**src/rtl/mips_imem_loader_pkg.sv**
```systemverilog
// Shared types and constants for the MIPS-16 instruction-memory loader.
package mips_imem_loader_pkg;

  localparam int IMEM_ADDR_W = 8;
  localparam int IMEM_DEPTH  = 256;

  typedef logic [15:0] instr_t;

  typedef enum logic [2:0] {
    IDLE,
    LOAD,
    FLUSH,
    VERIFY,
    RUN
  } loader_state_e;

endpackage

```
**src/rtl/mips_loader_cksum.sv**
```systemverilog
// Wrapping accumulator with synchronous clear and add-enable; clear has priority.
module mips_loader_cksum #(
  parameter int W = 16
) (
  input  logic         clk,
  input  logic         rst,
  input  logic         clr,
  input  logic         add_en,
  input  logic [W-1:0] add_data,
  output logic [W-1:0] sum
);

  logic [W-1:0] sum_reg;

  assign sum = sum_reg;

  always_ff @(posedge clk or negedge rst) begin
    if (!rst) begin
      sum_reg <= '0;
    end else if (clr) begin
      sum_reg <= '0;
    end else if (add_en) begin
      sum_reg <= sum_reg + add_data;
    end
  end

endmodule

```
**src/rtl/mips_imem_loader.sv**
```systemverilog
// Streams a program into the MIPS-16 instruction memory and holds the core in reset until done.
// Optional readback verification pass is enabled with `define MIPS_LOADER_READBACK_EN.
module mips_imem_loader
  import mips_imem_loader_pkg::*;
#(
  parameter int DATA_W = $bits(instr_t),
  parameter int ADDR_W = IMEM_ADDR_W,
  parameter int DEPTH  = IMEM_DEPTH
) (
  input  logic              clk,
  input  logic              rst,
  input  logic              start,
  input  logic [ADDR_W:0]   word_count,
  input  logic              s_valid,
  input  logic [DATA_W-1:0] s_data,
  output logic              s_ready,
  output logic              imem_we,
  output logic [ADDR_W-1:0] imem_addr,
  output logic [DATA_W-1:0] imem_wdata,
  output logic              core_rst,
  output logic              run,
  output logic              busy,
  output logic              done,
  output logic              err,
`ifdef MIPS_LOADER_READBACK_EN
  output logic              imem_re,
  input  logic [DATA_W-1:0] imem_rdata,
`endif
  output logic [DATA_W-1:0] checksum
);

  localparam logic [ADDR_W:0] DEPTH_C = (ADDR_W+1)'(DEPTH);

  loader_state_e     state_reg;
  logic [ADDR_W:0]   count_reg;
  logic [ADDR_W:0]   idx_reg;
  logic              imem_we_reg;
  logic [ADDR_W-1:0] imem_addr_reg;
  logic [DATA_W-1:0] imem_wdata_reg;
  logic              core_rst_reg;
  logic              run_reg;
  logic              busy_reg;
  logic              done_reg;
  logic              err_reg;

  logic start_legal;
  logic start_ok;
  logic accept;
  logic last_accept;

  assign start_legal = (word_count != '0) && (word_count <= DEPTH_C);
  assign start_ok    = start && start_legal && ((state_reg == IDLE) || (state_reg == RUN));
  assign s_ready     = (state_reg == LOAD);
  assign accept      = s_valid && s_ready;
  assign last_accept = accept && (idx_reg == count_reg - 1'b1);

  assign imem_we    = imem_we_reg;
  assign imem_addr  = imem_addr_reg;
  assign imem_wdata = imem_wdata_reg;
  assign core_rst   = core_rst_reg;
  assign run        = run_reg;
  assign busy       = busy_reg;
  assign done       = done_reg;
  assign err        = err_reg;

  // Summing on accept makes the new checksum visible together with the write it covers.
  mips_loader_cksum #(.W(DATA_W)) u_wr_cksum (
    .clk      (clk),
    .rst      (rst),
    .clr      (start_ok),
    .add_en   (accept),
    .add_data (s_data),
    .sum      (checksum)
  );

`ifdef MIPS_LOADER_READBACK_EN
  logic            imem_re_reg;
  logic            rd_pend_reg;
  logic [ADDR_W:0] vcnt_reg;
  logic [ADDR_W:0] vcnt_inc;
  logic [DATA_W-1:0] rb_sum;
  logic            rb_match;

  assign imem_re  = imem_re_reg;
  assign vcnt_inc = vcnt_reg + 1'b1;
  // The final word is still on imem_rdata in the decision cycle, so fold it in here.
  assign rb_match = (rb_sum + imem_rdata) == checksum;

  mips_loader_cksum #(.W(DATA_W)) u_rb_cksum (
    .clk      (clk),
    .rst      (rst),
    .clr      (state_reg == FLUSH),
    .add_en   (rd_pend_reg),
    .add_data (imem_rdata),
    .sum      (rb_sum)
  );
`endif

  always_ff @(posedge clk or negedge rst) begin
    if (!rst) begin
      state_reg      <= IDLE;
      count_reg      <= '0;
      idx_reg        <= '0;
      imem_we_reg    <= 1'b0;
      imem_addr_reg  <= '0;
      imem_wdata_reg <= '0;
      core_rst_reg   <= 1'b1;
      run_reg        <= 1'b0;
      busy_reg       <= 1'b0;
      done_reg       <= 1'b0;
      err_reg        <= 1'b0;
`ifdef MIPS_LOADER_READBACK_EN
      imem_re_reg    <= 1'b0;
      rd_pend_reg    <= 1'b0;
      vcnt_reg       <= '0;
`endif
    end else begin
      imem_we_reg <= 1'b0;
      done_reg    <= 1'b0;
`ifdef MIPS_LOADER_READBACK_EN
      imem_re_reg <= 1'b0;
      rd_pend_reg <= imem_re_reg;
`endif
      case (state_reg)
        IDLE, RUN: begin
          if (start) begin
            core_rst_reg <= 1'b1;
            run_reg      <= 1'b0;
            if (start_legal) begin
              count_reg     <= word_count;
              idx_reg       <= '0;
              imem_addr_reg <= '0;
              err_reg       <= 1'b0;
              busy_reg      <= 1'b1;
              state_reg     <= LOAD;
            end else begin
              err_reg   <= 1'b1;
              busy_reg  <= 1'b0;
              state_reg <= IDLE;
            end
          end
        end
        LOAD: begin
          if (accept) begin
            imem_we_reg    <= 1'b1;
            imem_addr_reg  <= idx_reg[ADDR_W-1:0];
            imem_wdata_reg <= s_data;
            idx_reg        <= idx_reg + 1'b1;
            if (last_accept) begin
              state_reg <= FLUSH;
            end
          end
        end
        FLUSH: begin
`ifdef MIPS_LOADER_READBACK_EN
          imem_re_reg   <= 1'b1;
          imem_addr_reg <= '0;
          vcnt_reg      <= '0;
          state_reg     <= VERIFY;
`else
          busy_reg     <= 1'b0;
          core_rst_reg <= 1'b0;
          run_reg      <= 1'b1;
          done_reg     <= 1'b1;
          state_reg    <= RUN;
`endif
        end
`ifdef MIPS_LOADER_READBACK_EN
        VERIFY: begin
          vcnt_reg <= vcnt_inc;
          if (vcnt_inc < count_reg) begin
            imem_re_reg   <= 1'b1;
            imem_addr_reg <= vcnt_inc[ADDR_W-1:0];
          end
          if (vcnt_reg == count_reg) begin
            busy_reg <= 1'b0;
            if (rb_match) begin
              core_rst_reg <= 1'b0;
              run_reg      <= 1'b1;
              done_reg     <= 1'b1;
              state_reg    <= RUN;
            end else begin
              err_reg   <= 1'b1;
              state_reg <= IDLE;
            end
          end
        end
`endif
        default: state_reg <= IDLE;
      endcase
    end
  end

endmodule
```
**config.mk**
```make
export PLATFORM = sky130hd
export DESIGN_NAME = mips_imem_loader
export DESIGN_NICKNAME = d
export VERILOG_FILES = /design/src/rtl/mips_imem_loader_pkg.sv /design/src/rtl/mips_loader_cksum.sv /design/src/rtl/mips_imem_loader.sv
export SDC_FILE = /design/constraint.sdc
export NUM_CORES = 1
export LEC_CHECK = 0
export CORE_UTILIZATION = 50
export CTS_CLUSTER_SIZE = 14
export DETAILED_ROUTE_END_ITERATION = 10
export MAX_ROUTING_LAYER = met4
export PLACE_DENSITY = 0.83
export SLEW_MARGIN = 40
export SYNTH_ARGS = -nofsm -noshare
export SYNTH_HDL_FRONTEND = slang
export SYNTH_SLANG_ARGS = --single-unit
```
**constraint.sdc**
```tcl
create_clock -name clk -period 2.4 [get_ports clk]
set_input_delay 0.36 -clock clk [delete_from_list [all_inputs] [get_ports clk]]
set_output_delay 0.36 -clock clk [all_outputs]
set_load 0.1 [all_outputs]
```
==> results of run 1 <==
[cells by family (layout without fill, tap and decap cells)]
logic type,count (synthesis),in the layout,share of synthesized area [%]
adder cells (fa/ha/maj),18,18,6.506
XOR/XNOR,30,30,7.345
AND/OR/NAND/NOR,157,157,19.34
buffers and inverters,24,120,2.798
AO/OA/AOI/OAI,76,76,13.75
flip-flops,67,67,46.90
multiplexers,11,11,3.358
[layout make-up]
type | instances | area [µm²] | area share [%]
clock buffers | 10 | 137.6 | 2.903
clock inverters | 6 | 88.84 | 1.874
inverters | 10 | 37.54 | 0.7918
multi-input cells | 292 | 1869 | 39.43
flip-flops and latches | 67 | 1702 | 35.89
well taps | 96 | 120.1 | 2.534
repair buffers | 94 | 785.8 | 16.57
[metrics by stage]
step / worst slack, ns / utilization [%] / hold WS [ns]
floorplan: -0.02971 / - / 0.06441
global placement: -0.2570 / 65.19 / 0.4137
detailed placement: -0.3622 / 65.19 / 0.4238
CTS: 0.01244 / 68.49 / 0.03985
global route: -0.01565 / 69.02 / 0.07390
finish: 0.03454 / 69.02 / 0.03147
[metal layers]
metal	GRT usage (%)	vias up	wire (µm)
li1	-	1484	-
met1	31.53	1489	3844
met2	42.28	72	4239
met3	3.905	10	313
met4	9.697	0	131
met5	-	-	0
[layout by cell type (no fill, tap or decap), drive strengths merged, types with 8 or more instances in the layout]
cell,instances
nand2,98
buf,67
dfrtp,66
o21ai,32
clkdlybuf4s50,26
nor2,23
xor2,19
ha,17
a21oi,13
xnor2,11
clkbuf,10
inv,10
mux2,8
nor3,8
[worst paths after layout]
kind	endpoint	slack (ns)
max in group asynchronous	u_wr_cksum.sum[4]	1.71
min in group clk	imem_wdata[1]	0.41
min	imem_wdata[1]	0.03
max	u_wr_cksum.sum[15]	0.03
max reg2reg	u_wr_cksum.sum[15]	0.03
min reg2reg	imem_wdata[11]	0.48
[synthesized netlist by cell type, types with 3 or more instances]
library cell	n	share of area, %
a21o_1	4	0.84
a21oi_1	13	1.8
and3_1	5	0.87
buf_2	8	1.1
clkbuf_1	6	0.63
dfrtp_1	66	46
ha_1	17	5.9
inv_1	9	0.94
mux2_2	8	2.5
mux2i_1	3	0.84
nand2_1	98	10
nand2b_1	4	0.70
nand4_1	4	0.70
nor2_1	23	2.4
nor3_1	6	0.84
nor4_1	3	0.52
o211ai_1	5	1.0
o21ai_0	30	4.2
o22ai_1	3	0.52
xnor2_1	11	2.7
xor2_1	19	4.7
[timing repair]
item                                   CTS  global route
setup endpoints to repair                0             5
endpoints found under the hold margin    0             0
gates resized for setup                  0             9
[worst max-delay path: stages, from the launching register on]
cell and delay (ns):
dfrtp_4 0.51, ha_4 0.24, a211oi_4 0.27, o21ai_2 0.11, a211o_1 0.31, a31o_2 0.25
a31oi_4 0.19, mux2i_1 0.26, o211ai_2 0.12
==> reports/metrics.cfg, run 1 <==
[run_status]
status=completed

[cells_and_area]
drive_above_1_share_pct=25.05
stdcell_count=575
antenna_cells=0
syn_to_final_growth_pct=32.53
n_fill_cell=551
nNetsFinal=521
final_area_um2=4741

[setup_path]
end_kind=flop
arrival_ns=2.60
reg2reg_from=u_wr_cksum.sum[1]
critical_path_required_ns=2.63
critical_path.max_fanout=4
reg2regPathDepth=8
critical_path_class=flop to flop
critPathLaunch=u_wr_cksum.sum[1]
critPathLaunchType=flop

[synth]
syn-num-nets=430
seq_area_frac_synth_pct=46.90
syn_avg_cell_area_um2=9.340
synth-seq-cells=67
synth_area_um2=3577
ys.flop_type=dfrtp_1
synth-edff-count=0
yosys.cell_types.count=54
syn_inst=383
ys_async_sr_fraction_pct=100.0
synth_warnings=0

[die]
die_x_um=86.59
pin_count=76
dieArea_um2=7497
fp.coreArea_um2=6869
die_h_um=86.59
start_util_pct=52.08
rows=30

[timing]
setup_viol=0
fin_tns_setup_ns=0
clock_skew_ns=0.01327
slew_viol_final=0
rsz0062_at_grt=yes
hold_viol=0
worst_slew_pin_slew_ns=0.6621
relSlewSlack_pct=55.86
max_freq_ghz=0.4228
min_period_over_period_pct=98.56
period_needed_ns=2.365

[hold_path]
hold_path.class=input pin to async pin

[placement]
place_hpwl_um=6044
portBuffers=75
place_area_um2=4478
dpl.cell_count=559
routabilityCongestion=0.8727

[routing]
ant_nets=0
drc_errors=0
first_pass_iters=4
first_iter_violations=164
vias=3055
drt-wirelength-per-cell_um=14.83
routed_wirelength_um=8528
vias_per_cell=5.313

[clock_tree]
numCtsBuffers=9
insertion_delay_ns=0.36
cts_setup_buffers=0
cts_buffer_depth=2
cts_tree=yes
h-tree-depth=3
ctsHoldBuffers=0
clockRootBuffer=clkbuf_8
cts.sinks=67
clk_pin_slew_ns=0.09

[flow_run]
cap_violations=0

[global_route]
antenna_found_initial=0
grt_max_degree=46
grt_pass1_vias=2993
grt-ovfl-total=0
grt_use_total_pct=25.47
grt_pass1_wl_um=14260

Power of run 1 is left out: the tool's default activity adds up to more than one toggle a clock period on the data nets, which glitch-free logic cannot reach.
==> run 2, diff against run 1 <==
--- a/config.mk
+++ b/config.mk
@@ -5,6 +5,7 @@
 export SDC_FILE = /design/constraint.sdc
 export NUM_CORES = 1
 export LEC_CHECK = 0
+export CORE_MARGIN = 2
 export CORE_UTILIZATION = 50
 export CTS_CLUSTER_SIZE = 14
 export DETAILED_ROUTE_END_ITERATION = 10
==> run 2 against run 1 <==
Compared with the run above:
- the flow now finishes with violations (negative hold slack)
- via count up 2.2%
- non-clock buffer count unchanged
- clock skew down 0.0047 ns
- count of clock-buffer cells in the layout down 1
- register-to-register slack better by 0.05 ns
- core utilization down 0.67 points
- design area down 0.98%
- die area up 4.7%
- cell count unchanged
- critical path depth unchanged
- sequential cell count unchanged
- global-route usage down 0.44 points
- critical path type unchanged
- critical endpoint unchanged
- highest routed layer unchanged
==> reports/metrics.cfg, run 2 (synthesis results as in run 1) <==
[setup_path]
r2r_slack_ns=0.08  ; +0.05 ns
critical_path_required_ns=2.63  ; about the same
arrival_ns=2.55  ; -0.05 ns
crit_path_top_delay_cell=dfrtp_4
reg2regPathDepth=8  ; unchanged
critical_path.max_fanout=4  ; unchanged
critPathLaunchType=flop
critPathLaunch=u_wr_cksum.sum[1]
reg2reg_from=u_wr_cksum.sum[1]
path_cells=ha_4 -> a211oi_2 -> o21ai_2 -> a211o_1 -> a31o_2 -> a31oi_4 -> mux2i_1 -> o211ai_2
end_kind=flop
critical_path_class=flop to flop
reg2reg_to=u_wr_cksum.sum[15]
cpPeakStageDelay_ns=0.51  ; about the same

[cells_and_area]
nNetsFinal=521  ; unchanged
layout_common_cells=98 x nand2_1, 65 x buf_4, 55 x dfrtp_1
final_area_um2=4695  ; -0.98%
drive_above_1_share_pct=25.26  ; +0.21 points
syn_to_final_growth_pct=31.23
antenna_cells=0  ; unchanged
layout_commonest_cell=nand2_1

[timing]
relSlewSlack_pct=69.70  ; +14 points
rsz0062_at_grt=no
min_period_over_period_pct=96.50  ; -2.1 points
setup_viol=0  ; unchanged
period_needed_ns=2.316  ; -0.04953 ns
setup_ws_ns=0.08407  ; +0.04953 ns
hold_viol=10  ; +10
max_freq_ghz=0.4318  ; +2.1%
worst_slew_pin_slew_ns=0.4546  ; -0.2075 ns
slew_viol_final=0  ; unchanged
clock_skew_ns=0.008544  ; -0.004726 ns
hold_ws_ns=-0.007712  ; -0.03919 ns

[clock_tree]
clockRootBuffer=clkbuf_8
insertion_delay_ns=0.35  ; about the same
cts_buffer_depth=2  ; unchanged
h-tree-depth=3  ; unchanged
cts.sinks=67  ; unchanged
cts_tree=yes
clk_pin_slew_ns=0.08  ; about the same
numCtsBuffers=9  ; unchanged

[global_route]
grt_pass1_wl_um=14700  ; +3.1%
grt-ovfl-total=0  ; unchanged
antenna_found_initial=0  ; unchanged
grt_pass1_vias=3159  ; +5.5%
grt_max_degree=68  ; +48%
grt_use_total_pct=25.03  ; -0.44 points

[run_status]
violations=negative hold slack
status=complete, but fails checks

[routing]
first_pass_iters=4  ; unchanged
vias_per_cell=5.430  ; +2.2%
vias=3122  ; +2.2%
routed_wirelength_um=8682  ; +1.8%
drc_errors=0  ; unchanged
first_iter_violations=198  ; +21%
drt-wirelength-per-cell_um=15.10  ; +1.8%
ant_nets=0  ; unchanged

[die]
start_util_pct=52.08  ; unchanged
rows=30  ; unchanged
pin_count=76  ; unchanged
fp.coreArea_um2=6869  ; unchanged
die_h_um=88.59  ; +2.3%
die_x_um=88.59  ; +2.3%
dieArea_um2=7847  ; +4.7%

[placement]
place_area_um2=4478  ; unchanged
place_hpwl_um=6077  ; +0.54%
routabilityCongestion=0.9118  ; +4.5%
portBuffers=75  ; unchanged
place_ws_ns=-0.3023  ; +0.05987 ns

[flow_run]
cap_violations=0  ; unchanged

[hold_path]
hold_path.class=input pin to async pin

[run 2: worst max-delay path: cells and delay by family, from the launching register on]
family,cells,cell delay [ns]
mux,1,0.23
fa+ha+maj,1,0.23
flops,1,0.51
compound gates,6,1.22
[run 2: how the worst max path moves through the flow]
stage,slack (ns),endpoint
after detailed placement,-0.30,u_wr_cksum.sum[10]
after CTS,0.04,u_wr_cksum.sum[10]
after global routing,0.007,u_wr_cksum.sum[15]
after global placement,-0.25,u_wr_cksum.sum[15]
final,0.08,u_wr_cksum.sum[15]
after floorplan,-0.03,idx_reg[4]
[run 2: cell type report]
class	instances	area (µm²)
inverters	10	37.54
flip-flops and latches	67	1702
well taps	96	120.1
multi-input cells	292	1857
clock inverters	7	68.82
fillers	557	2175
repair buffers	94	785.8
clock buffers	9	123.9
[run 2: routing by layer]
| metal | vias up | GRT usage [%] | share of wire [%] |
|---|---|---|---|
| li1 | 1490 | - | - |
| met2 | 80 | 39.64 | 50 |
| met3 | 14 | 3.358 | 3.4 |
| met5 | - | - | 0 |
| met4 | 0 | 11.85 | 1.7 |
| met1 | 1538 | 31.89 | 45 |
[run 2: what timing repair did]
item	in CTS	in global routing
hold buffers	0	0
setup endpoints to repair	0	7
endpoints found under the hold margin	0	0
setup buffers	0	0
gates resized for setup	0	10
[run 2: through the flow]
stage	utilization [%]	std cells	setup TNS, ns
after floorplan	-	383	-0.02971
final	68.34	575	0
after global routing	68.34	575	0
after detailed placement	65.19	559	-1.757
after global placement	65.19	559	-1.383
after CTS	68.00	575	0
Power of run 2 is left out for the same reason.
==> run 3, diff against run 2 <==
--- a/config.mk
+++ b/config.mk
@@ -11,6 +11,7 @@
 export DETAILED_ROUTE_END_ITERATION = 10
 export MAX_ROUTING_LAYER = met4
 export PLACE_DENSITY = 0.83
+export SKIP_LAST_GASP = 1
 export SLEW_MARGIN = 40
 export SYNTH_ARGS = -nofsm -noshare
 export SYNTH_HDL_FRONTEND = slang
==> results of run 3 <==
No change in the layout: final DEF, timing and power equal those of run 2.
Power of run 3 is left out for the same reason.
